$ cat config.mk
export PLATFORM = sky130hd
export DESIGN_NAME = rom_read_arbiter
export DESIGN_NICKNAME = d
export VERILOG_FILES = /design/src/rtl/rom_read_arbiter_pkg.sv /design/src/rtl/rom_read_arbiter_rr_arb2.sv /design/src/rtl/rom_read_arbiter.sv
export SDC_FILE = /design/constraint.sdc
export NUM_CORES = 1
export LEC_CHECK = 0
export ABC_AREA = 1
export CAP_MARGIN = 5
export CORE_ASPECT_RATIO = 1.5
export CORE_MARGIN = 2
export CORE_UTILIZATION = 46
export CTS_CLUSTER_SIZE = 12
export DETAILED_ROUTE_END_ITERATION = 12
export PLACE_DENSITY = 0.79
export SKIP_CTS_REPAIR_TIMING = 1
export SYNTH_ARGS = -nofsm -noshare
export SYNTH_HDL_FRONTEND = slang
export SYNTH_SLANG_ARGS = --single-unit
$ cat constraint.sdc
create_clock -name clk -period 2.27 [get_ports clk]
set_clock_uncertainty 0.2 [all_clocks]
set_input_delay 0.454 -clock clk [delete_from_list [all_inputs] [get_ports clk]]
set_output_delay 0.454 -clock clk [all_outputs]
set_load 0.01 [all_outputs]
$ cat src/rtl/rom_read_arbiter_pkg.sv
// Shared definitions for rom_read_arbiter: default widths, memory depth, FSM states, requester IDs.
// ROM_ADDR_CHECK_EN (when defined) enables out-of-range address detection in the top.
package rom_read_arbiter_pkg;

  localparam int DEF_ADDR_W = 27;
  localparam int DEF_DATA_W = 32;
  localparam int DEF_DEPTH  = 35661;
  localparam int DEF_LEN_W  = 2;

  typedef enum logic {
    ST_IDLE = 1'b0,
    ST_READ = 1'b1
  } state_t;

  localparam logic REQ_ID0 = 1'b0;
  localparam logic REQ_ID1 = 1'b1;

endpackage

$ cat src/rtl/rom_read_arbiter_rr_arb2.sv
// Combinational two-way round-robin pick: the requester that did not win last time
// takes a tie, a lone requester always wins.
module rr_arb2
  import rom_read_arbiter_pkg::*;
(
  input  logic req0,
  input  logic req1,
  input  logic rr_last,
  output logic winner,
  output logic valid
);

  always_comb begin
    valid = req0 | req1;
    if (req0 && req1) begin
      winner = ~rr_last;
    end else if (req1) begin
      winner = REQ_ID1;
    end else begin
      winner = REQ_ID0;
    end
  end

endmodule

$ cat src/rtl/rom_read_arbiter.sv
// Round-robin burst read arbiter in front of a single combinational-read lookup memory.
// Optional ROM_ADDR_CHECK_EN adds rerr0/rerr1 and suppresses reads at addresses >= DEPTH.
module rom_read_arbiter
  import rom_read_arbiter_pkg::*;
#(
  parameter int ADDR_W = DEF_ADDR_W,
  parameter int DATA_W = DEF_DATA_W,
  parameter int DEPTH  = DEF_DEPTH,
  parameter int LEN_W  = DEF_LEN_W
) (
  input  logic              clk,
  input  logic              reset,
  input  logic              req0,
  input  logic [ADDR_W-1:0] addr0,
  input  logic [LEN_W-1:0]  len0,
  output logic              gnt0,
  output logic              rvalid0,
  output logic [DATA_W-1:0] rdata0,
  input  logic              req1,
  input  logic [ADDR_W-1:0] addr1,
  input  logic [LEN_W-1:0]  len1,
  output logic              gnt1,
  output logic              rvalid1,
  output logic [DATA_W-1:0] rdata1,
`ifdef ROM_ADDR_CHECK_EN
  output logic              rerr0,
  output logic              rerr1,
`endif
  output logic [ADDR_W-1:0] mem_address,
  output logic              mem_readE,
  input  logic [DATA_W-1:0] mem_data,
  output logic              busy
);

  // Handshake: a requester holds req/addr/len until it sees its one-cycle gnt, then
  // drops req that same cycle; words return on rvalid with no back-pressure.

  if (DEPTH < 1 || DEPTH > (1 << ADDR_W)) begin : g_depth_check
    $error("DEPTH does not fit the address width");
  end

  state_t              state_q, state_d;
  logic [ADDR_W-1:0]   cur_addr, next_addr, start_addr;
  logic [LEN_W-1:0]    remaining, start_len;
  logic                owner, rr_last;
  logic                pick, pick_valid;
  logic                start_ok, next_ok, cur_oob;
  logic [DATA_W-1:0]   word;

  rr_arb2 u_arb (
    .req0    (req0),
    .req1    (req1),
    .rr_last (rr_last),
    .winner  (pick),
    .valid   (pick_valid)
  );

  assign start_addr = pick ? addr1 : addr0;
  assign start_len  = pick ? len1 : len0;
  assign next_addr  = cur_addr + ADDR_W'(1);

`ifdef ROM_ADDR_CHECK_EN
  localparam logic [ADDR_W-1:0] DEPTH_A = ADDR_W'(DEPTH);
  assign start_ok = (start_addr < DEPTH_A);
  assign next_ok  = (next_addr < DEPTH_A);
  assign cur_oob  = (cur_addr >= DEPTH_A);
`else
  assign start_ok = 1'b1;
  assign next_ok  = 1'b1;
  assign cur_oob  = 1'b0;
`endif

  assign word = cur_oob ? '0 : mem_data;
  assign busy = (state_q == ST_READ);

  always_ff @(posedge clk) begin
    if (reset) begin
      state_q <= ST_IDLE;
    end else begin
      state_q <= state_d;
    end
  end

  always_comb begin
    state_d = state_q;
    case (state_q)
      ST_IDLE: if (pick_valid) state_d = ST_READ;
      ST_READ: if (remaining == '0) state_d = ST_IDLE;
      default: state_d = ST_IDLE;
    endcase
  end

  // mem_address/mem_readE are loaded one edge ahead so the memory sees cur_addr
  // during every READ cycle and the word is captured on that cycle's closing edge.
  always_ff @(posedge clk) begin
    if (reset) begin
      gnt0        <= 1'b0;
      gnt1        <= 1'b0;
      rvalid0     <= 1'b0;
      rvalid1     <= 1'b0;
      rdata0      <= '0;
      rdata1      <= '0;
      mem_address <= '0;
      mem_readE   <= 1'b0;
      cur_addr    <= '0;
      remaining   <= '0;
      owner       <= REQ_ID0;
      rr_last     <= REQ_ID1;
`ifdef ROM_ADDR_CHECK_EN
      rerr0       <= 1'b0;
      rerr1       <= 1'b0;
`endif
    end else begin
      gnt0    <= 1'b0;
      gnt1    <= 1'b0;
      rvalid0 <= 1'b0;
      rvalid1 <= 1'b0;
`ifdef ROM_ADDR_CHECK_EN
      rerr0   <= 1'b0;
      rerr1   <= 1'b0;
`endif
      case (state_q)
        ST_IDLE: begin
          if (pick_valid) begin
            gnt0        <= (pick == REQ_ID0);
            gnt1        <= (pick == REQ_ID1);
            rr_last     <= pick;
            owner       <= pick;
            cur_addr    <= start_addr;
            remaining   <= start_len;
            mem_address <= start_addr;
            mem_readE   <= start_ok;
          end
        end
        ST_READ: begin
          if (owner == REQ_ID1) begin
            rdata1  <= word;
            rvalid1 <= 1'b1;
`ifdef ROM_ADDR_CHECK_EN
            rerr1   <= cur_oob;
`endif
          end else begin
            rdata0  <= word;
            rvalid0 <= 1'b1;
`ifdef ROM_ADDR_CHECK_EN
            rerr0   <= cur_oob;
`endif
          end
          cur_addr <= next_addr;
          if (remaining == '0) begin
            mem_address <= '0;
            mem_readE   <= 1'b0;
          end else begin
            remaining   <= remaining - LEN_W'(1);
            mem_address <= next_addr;
            mem_readE   <= next_ok;
          end
        end
        default: ;
      endcase
    end
  end

endmodule

==> results of run 1 <==
stage by stage:
step	hold WS, ns	area [sq um]	setup TNS, ns	utilization	std cells
floorplan	0.2287	5705	0	-	847
global placement	0.2371	7781	0	0.6443	1165
detailed placement	0.2433	7781	0	0.6443	1165
CTS	0.2520	8433	-0.02714	0.6982	1196
global route	0.2741	8459	0	0.7004	1197
finish	0.2510	8459	0	0.7004	1197
power groups by stage:
stage / sequential (mW) / clock [mW] / combinational (mW)
after floorplan: 2.70 / 0 / 0.552
after global placement: 2.65 / 0 / 1.24
after detailed placement: 2.66 / 0 / 1.26
after CTS: 2.62 / 3.01 / 1.26
after global routing: 2.64 / 3.12 / 1.40
final: 2.62 / 2.99 / 1.27
cell type report:
type,count,area [sq um]
Fill cell,1061,3618
Multi-Input combinational cell,635,2754
Sequential cell,128,2564
Timing Repair Buffer,207,2135
Clock buffer,19,442.9
Clock inverter,12,209.0
Tap cell,153,191.4
Inverter,43,163.9
worst max path at each step:
stage / depth (start not counted) / to / slack, ns
6_report: 2 / busy / 0.04
5_1_grt: 2 / busy / 0.02
4_1_cts: 2 / busy / -0.03
3_5_place_dp: 10 / cur_addr[4] / 0.06
3_3_place_gp: 7 / cur_addr[8] / 0.13
2_1_floorplan: 6 / mem_address[10] / 0.63
registers in the layout (all words and copies together) (netlist names), 2 cells and up:
signal / count
mem_address: 27
cur_addr: 27
rdata0: 32
rdata1: 32
remaining: 2
cells by family after synthesis:
logic type / Yosys count / synth area share
DFF: 128 / 0.4491
AOI/OAI and AO/OA: 134 / 0.1217
adders and majority gates: 2 / 0.004385
xor gates and xnor gates: 2 / 0.003071
buffers and inverters: 84 / 0.06820
and+or+nand+nor: 497 / 0.3535
critical path, cell delays in order, from the launching register on:
cell                              delay [ns]
sky130_fd_sc_hd__dfxtp_2                0.40
sky130_fd_sc_hd__buf_12                 0.20
sky130_fd_sc_hd__clkdlybuf4s50_1        0.56
placed cells by master, fill, tap and decap left out, types with 2 or more instances in the layout:
cell	instances
sky130_fd_sc_hd__nand2_1	222
sky130_fd_sc_hd__clkinvlp_4	2
sky130_fd_sc_hd__buf_4	9
sky130_fd_sc_hd__bufinv_16	5
sky130_fd_sc_hd__a21oi_1	11
sky130_fd_sc_hd__o22ai_1	6
sky130_fd_sc_hd__nand3_1	51
sky130_fd_sc_hd__clkbuf_16	18
sky130_fd_sc_hd__a31oi_1	2
sky130_fd_sc_hd__nand2_2	4
sky130_fd_sc_hd__xor2_1	2
sky130_fd_sc_hd__o21ai_0	98
sky130_fd_sc_hd__nor2_1	204
sky130_fd_sc_hd__inv_1	41
sky130_fd_sc_hd__o21ai_1	12
sky130_fd_sc_hd__nor2_4	5
sky130_fd_sc_hd__nor2_2	4
sky130_fd_sc_hd__nor3_1	3
sky130_fd_sc_hd__buf_12	7
sky130_fd_sc_hd__clkdlybuf4s50_1	190
sky130_fd_sc_hd__dfxtp_1	127
sky130_fd_sc_hd__a211oi_1	3
sky130_fd_sc_hd__clkinv_4	4
sky130_fd_sc_hd__ha_1	2
per-layer routing:
metal / global-route usage / routed length (microns) / up-vias / share of wire
met4: 0.1327 / 600 / 0 / 0.034
met1: 0.2611 / 6203 / 2701 / 0.35
met5: 0 / 0 / - / 0
li1: - / - / 3065 / -
met3: 0.09252 / 1404 / 44 / 0.080
met2: 0.4797 / 9412 / 201 / 0.53
==> flow_summary.ini, run 1 <==
[run_status]
run_status = finished, final reports clean

[power]
power.sequential.fraction = 0.381
p_sw_frac = 0.2615
p_int_mw = 5.079
ir_worst_vdd_uv = 550.1
clock_power_share = 0.435
combinational_cell_fraction_of_total_power = 0.184
p_switching_mw = 1.798
power.static_leakage_nw = 3.452
total_power_mw = 6.878
power.density_nw_per_um2 = 813.0

[clock_tree]
htree_levels = 4
clock_pin_slew_on_the_worst_setup_and_hold_paths_ns = 0.06
clkSinkCount = 128
cts-root-buf = sky130_fd_sc_hd__clkbuf_16
cts-buffers-inserted = 17
insertion_delay_ns = 0.41
cts_tree = built
clk_path_buf_depth = 2

[min_path]
holdPathEnd = mem_address[23]
worstHoldPathCells = 2
min-delay-path-class = reg2reg
hold_path_start = mem_address[23]

[synth]
ys.warnings.count = 0
synthFlopType = sky130_fd_sc_hd__dfxtp_1
most_common_cell_in_the_synthesized_netlist = sky130_fd_sc_hd__nand2_1
synthDistinctLibCells = 30
synth.yosys.seq_area_share = 0.4491
yosys_top_cell_area_share = 0.4491
ffs_w_async_s_r_synth = 0
synth_top_cells_by_count = 222 x sky130_fd_sc_hd__nand2_1, 204 x sky130_fd_sc_hd__nor2_1, 128 x sky130_fd_sc_hd__dfxtp_1, 98 x sky130_fd_sc_hd__o21ai_0, 51 x sky130_fd_sc_hd__nand3_1
post_syn_nets = 943
yosys-top-cells-area = sky130_fd_sc_hd__dfxtp_1 45%, sky130_fd_sc_hd__nand2_1 15%, sky130_fd_sc_hd__nor2_1 13%, sky130_fd_sc_hd__o21ai_0 8.6%, sky130_fd_sc_hd__nand3_1 4.5%
syn_area_per_cell_sq_um = 6.736
synth-edff-count = 0
mappedNetlistArea_sq_um = 5705
synthCells = 847
yosys.area.top_type = sky130_fd_sc_hd__dfxtp_1
postSynthRegisterBits = 128

[die]
top_level_ports = 191
placement_rows = 49
chipWidth_microns = 94.93
core_area_sq_um = 12080
dieArea_sq_um = 13330
starting_density_of_the_core = 0.4724
die-height_microns = 140.4

[worst_setup_path]
worstSetupStartpoint = busy
critical_path_class = reg2out
critical_path.startpoint_type = flip-flop
timing.critical_path.to_type = output pin
worst-endpoint-arrival_ns = 1.58
worst-r2r-cell-count = 5
worstPathMaxFanout = 18
worst_reg2reg_path_startpoint = busy
worst-endpoint-required_ns = 1.62
regToRegEndpoint = rdata0[15]
timing.reg2reg.setup_slack_ns = 0.32

[detailed_routing]
vias = 6011
per_cell_via_count_in_the_routed_design = 5.022
wl_microns = 17620
routedWlPerCell_microns = 14.72
detailedRoute.firstPassIterationCount = 7
ant_nets = 0
drc_errors = 0
initialDrtViolationCount = 213

[grt]
wire_length_of_the_first_global_routing_pass_microns = 27610
first_global_vias = 5913
grt_use_total = 0.2653
pin_count_of_the_biggest_net_entering_global_routing = 67
globalRouteOverflowTotal = 0
number_of_antenna_violations_at_the_first_check_in_global_routing = 0

[placement]
hpwlAfterDp_microns = 12490
post-place-ws_ns = 0.06376
gpl_wtd_cong = 0.9231
buffer_ports.inserted = 190

[timing]
unrepaired_setup_endpoints_after_global_routing = false
finalMaxSlewViolations = 0
finalSetupViolations = 0
max_freq_mhz = 448.0
final_cycle_utilization_of_the_critical_path = 0.9833
timing.final.ws_setup_ns = 0.03794
report.final.hold_viol_count = 0
post-route-min-period_ns = 2.232
worst_slew_pin_slew_ns = 1.094
max-slew-margin-rel = 0.2697

[final_layout]
nNetsFinal = 1128
antenna-diode-count = 0
layout_cells_sized_above_1 = 0.06322
flow.area_growth_from_synthesis_pct = 48.27

[job]
drv.max_cap_violation_count = 0
Power figures use the tool's default switching activity.
==> inputs of run 2 (changes only) <==
--- a/config.mk
+++ b/config.mk
@@ -7,9 +7,11 @@
 export LEC_CHECK = 0
 export ABC_AREA = 1
 export CAP_MARGIN = 5
+export CELL_PAD_IN_SITES_DETAIL_PLACEMENT = 0
+export CELL_PAD_IN_SITES_GLOBAL_PLACEMENT = 2
 export CORE_ASPECT_RATIO = 1.5
 export CORE_MARGIN = 2
-export CORE_UTILIZATION = 46
+export CORE_UTILIZATION = 24
 export CTS_CLUSTER_SIZE = 12
 export DETAILED_ROUTE_END_ITERATION = 12
 export PLACE_DENSITY = 0.79
==> flow_summary.ini, run 2 (synthesis results as in run 1) <==
[run_status]
run_status = finished, final reports clean

[timing]
report.final.hold_viol_count = 0
max_freq_mhz = 455.8
totalNegativeSetupSlack_ns = 0
post-route-min-period_ns = 2.194
finalMaxSlewViolations = 0
worst_slew_pin_slew_ns = 0.4526
fin_worst_hold_slack_ns = 0.2482
max-slew-margin-rel = 0.6979
finalSetupViolations = 0
final_cycle_utilization_of_the_critical_path = 0.9665
timing.final.ws_setup_ns = 0.07606
unrepaired_setup_endpoints_after_global_routing = false

[die]
top_level_ports = 191
placement_rows = 69
chipWidth_microns = 129.9
dieArea_sq_um = 25050
die-height_microns = 192.8
core_area_sq_um = 23570
starting_density_of_the_core = 0.2421

[detailed_routing]
initialDrtViolationCount = 242
vias = 5935
drc_errors = 0
per_cell_via_count_in_the_routed_design = 4.323
ant_nets = 0
routedWlPerCell_microns = 15.32
wl_microns = 21040
detailedRoute.firstPassIterationCount = 4

[power]
clock_power_share = 0.437
power.sequential.fraction = 0.377
power.static_leakage_nw = 3.486
ir_worst_vdd_uv = 515.5
p_int_mw = 5.096
p_switching_mw = 1.856
p_sw_frac = 0.2670
combinational_cell_fraction_of_total_power = 0.186
power.density_nw_per_um2 = 799.1

[grt]
grt_use_total = 0.1714
pin_count_of_the_biggest_net_entering_global_routing = 42
wire_length_of_the_first_global_routing_pass_microns = 32360
number_of_antenna_violations_at_the_first_check_in_global_routing = 0
globalRouteOverflowTotal = 0
first_global_vias = 5950

[worst_setup_path]
cp_cell_sequence = buf_6, clkdlybuf4s50_1
worst-endpoint-required_ns = 1.62
critical_path_class = reg2out
crit_path_max_delay_family = buffers and inverters
worst-endpoint-arrival_ns = 1.54
critical_path.startpoint_type = flip-flop
critPathBufInv = 2
crit_slowest_cell = sky130_fd_sc_hd__clkdlybuf4s50_1
worstSetupStartpoint = busy
worstPathMaxFanout = 10
worst_reg2reg_path_startpoint = cur_addr[0]
critPathMaxStageDelay_ns = 0.55
timing.critical_path.to_type = output pin

[final_layout]
layout.area.seq_sq_um = 2562
nNetsFinal = 1137
n_fill_cell = 2536
layout_cells_sized_above_1 = 0.07021
antenna-diode-count = 0
multi_input_comb_area_sq_um = 2754
final_common_cell = sky130_fd_sc_hd__nand2_1
flow.area_growth_from_synthesis_pct = 52.50
instances_no_fill = 1373
most-common-layout-cells = 222 x sky130_fd_sc_hd__nand2_1, 204 x sky130_fd_sc_hd__nor2_1, 190 x sky130_fd_sc_hd__clkdlybuf4s50_1
largest_registers = rdata0 x32, rdata1 x32

[placement]
hpwlAfterDp_microns = 15510
gpl_wtd_cong = 0.8868
buffer_ports.inserted = 190
post-place-ws_ns = -0.01777
placed_cells = 1341

[clock_tree]
clock_pin_slew_on_the_worst_setup_and_hold_paths_ns = 0.06
insertion_delay_ns = 0.42
cts_tree = built
cts-buffers-inserted = 17
htree_levels = 4
clkSinkCount = 128
clk_path_buf_depth = 2
cts-root-buf = sky130_fd_sc_hd__clkbuf_16

[min_path]
min-delay-path-class = reg2reg
hold_path_start = mem_address[21]

[job]
drv.max_cap_violation_count = 0
## run 2: worst paths after layout
check / cells after the start / to / slack [ns]
setup / recovery: 2 / busy / 0.08
hold / removal: 2 / mem_address[21] / 0.25
setup reg to reg: 8 / cur_addr[8] / 0.31
hold reg to reg: 2 / mem_address[21] / 0.25
## run 2: worst register-to-register path, stage by stage, from the launching register on
cell,delay (ns)
sky130_fd_sc_hd__dfxtp_1,0.39
sky130_fd_sc_hd__ha_1,0.23
sky130_fd_sc_hd__nand2_2,0.10
sky130_fd_sc_hd__nor2_2,0.16
sky130_fd_sc_hd__nand2_2,0.14
sky130_fd_sc_hd__inv_1,0.19
sky130_fd_sc_hd__nand2_1,0.07
sky130_fd_sc_hd__a21oi_1,0.24
sky130_fd_sc_hd__o22ai_1,0.11
## run 2: area by class of cell
cell class / instances / share of cell area
tap: 319 / 0.04587
clock buffer: 21 / 0.05292
timing repair buffer: 216 / 0.2501
inverter: 43 / 0.01884
sequential: 128 / 0.2945
multi-input combinational: 635 / 0.3165
clock inverter: 11 / 0.02128
## run 2: metrics by stage
| stage | total power [mW] | cell area (sq um) | utilization |
|---|---|---|---|
| after global routing | 7.312 | 8701 | 0.3692 |
| after floorplan | 3.247 | 5705 | - |
| after CTS | 7.077 | 8697 | 0.3690 |
| after global placement | 3.978 | 8051 | 0.3416 |
| final | 6.953 | 8701 | 0.3692 |
| after detailed placement | 3.982 | 8051 | 0.3416 |
## run 2: power groups by stage
stage / clock network (mW) / registers (mW) / logic (mW)
after CTS: 3.13 / 2.62 / 1.32
after floorplan: 0 / 2.70 / 0.552
after detailed placement: 0 / 2.67 / 1.31
final: 3.04 / 2.62 / 1.29
after global placement: 0 / 2.67 / 1.31
after global routing: 3.22 / 2.65 / 1.45
## run 2: routing by layer
layer  vias to the layer above  track usage  part of all wire
li1                       3086            -                 -
met4                         0      0.06700             0.025
met3                        31      0.04935             0.057
met1                      2655       0.1771              0.37
met2                       163       0.3206              0.54
met5                         -            0                 0
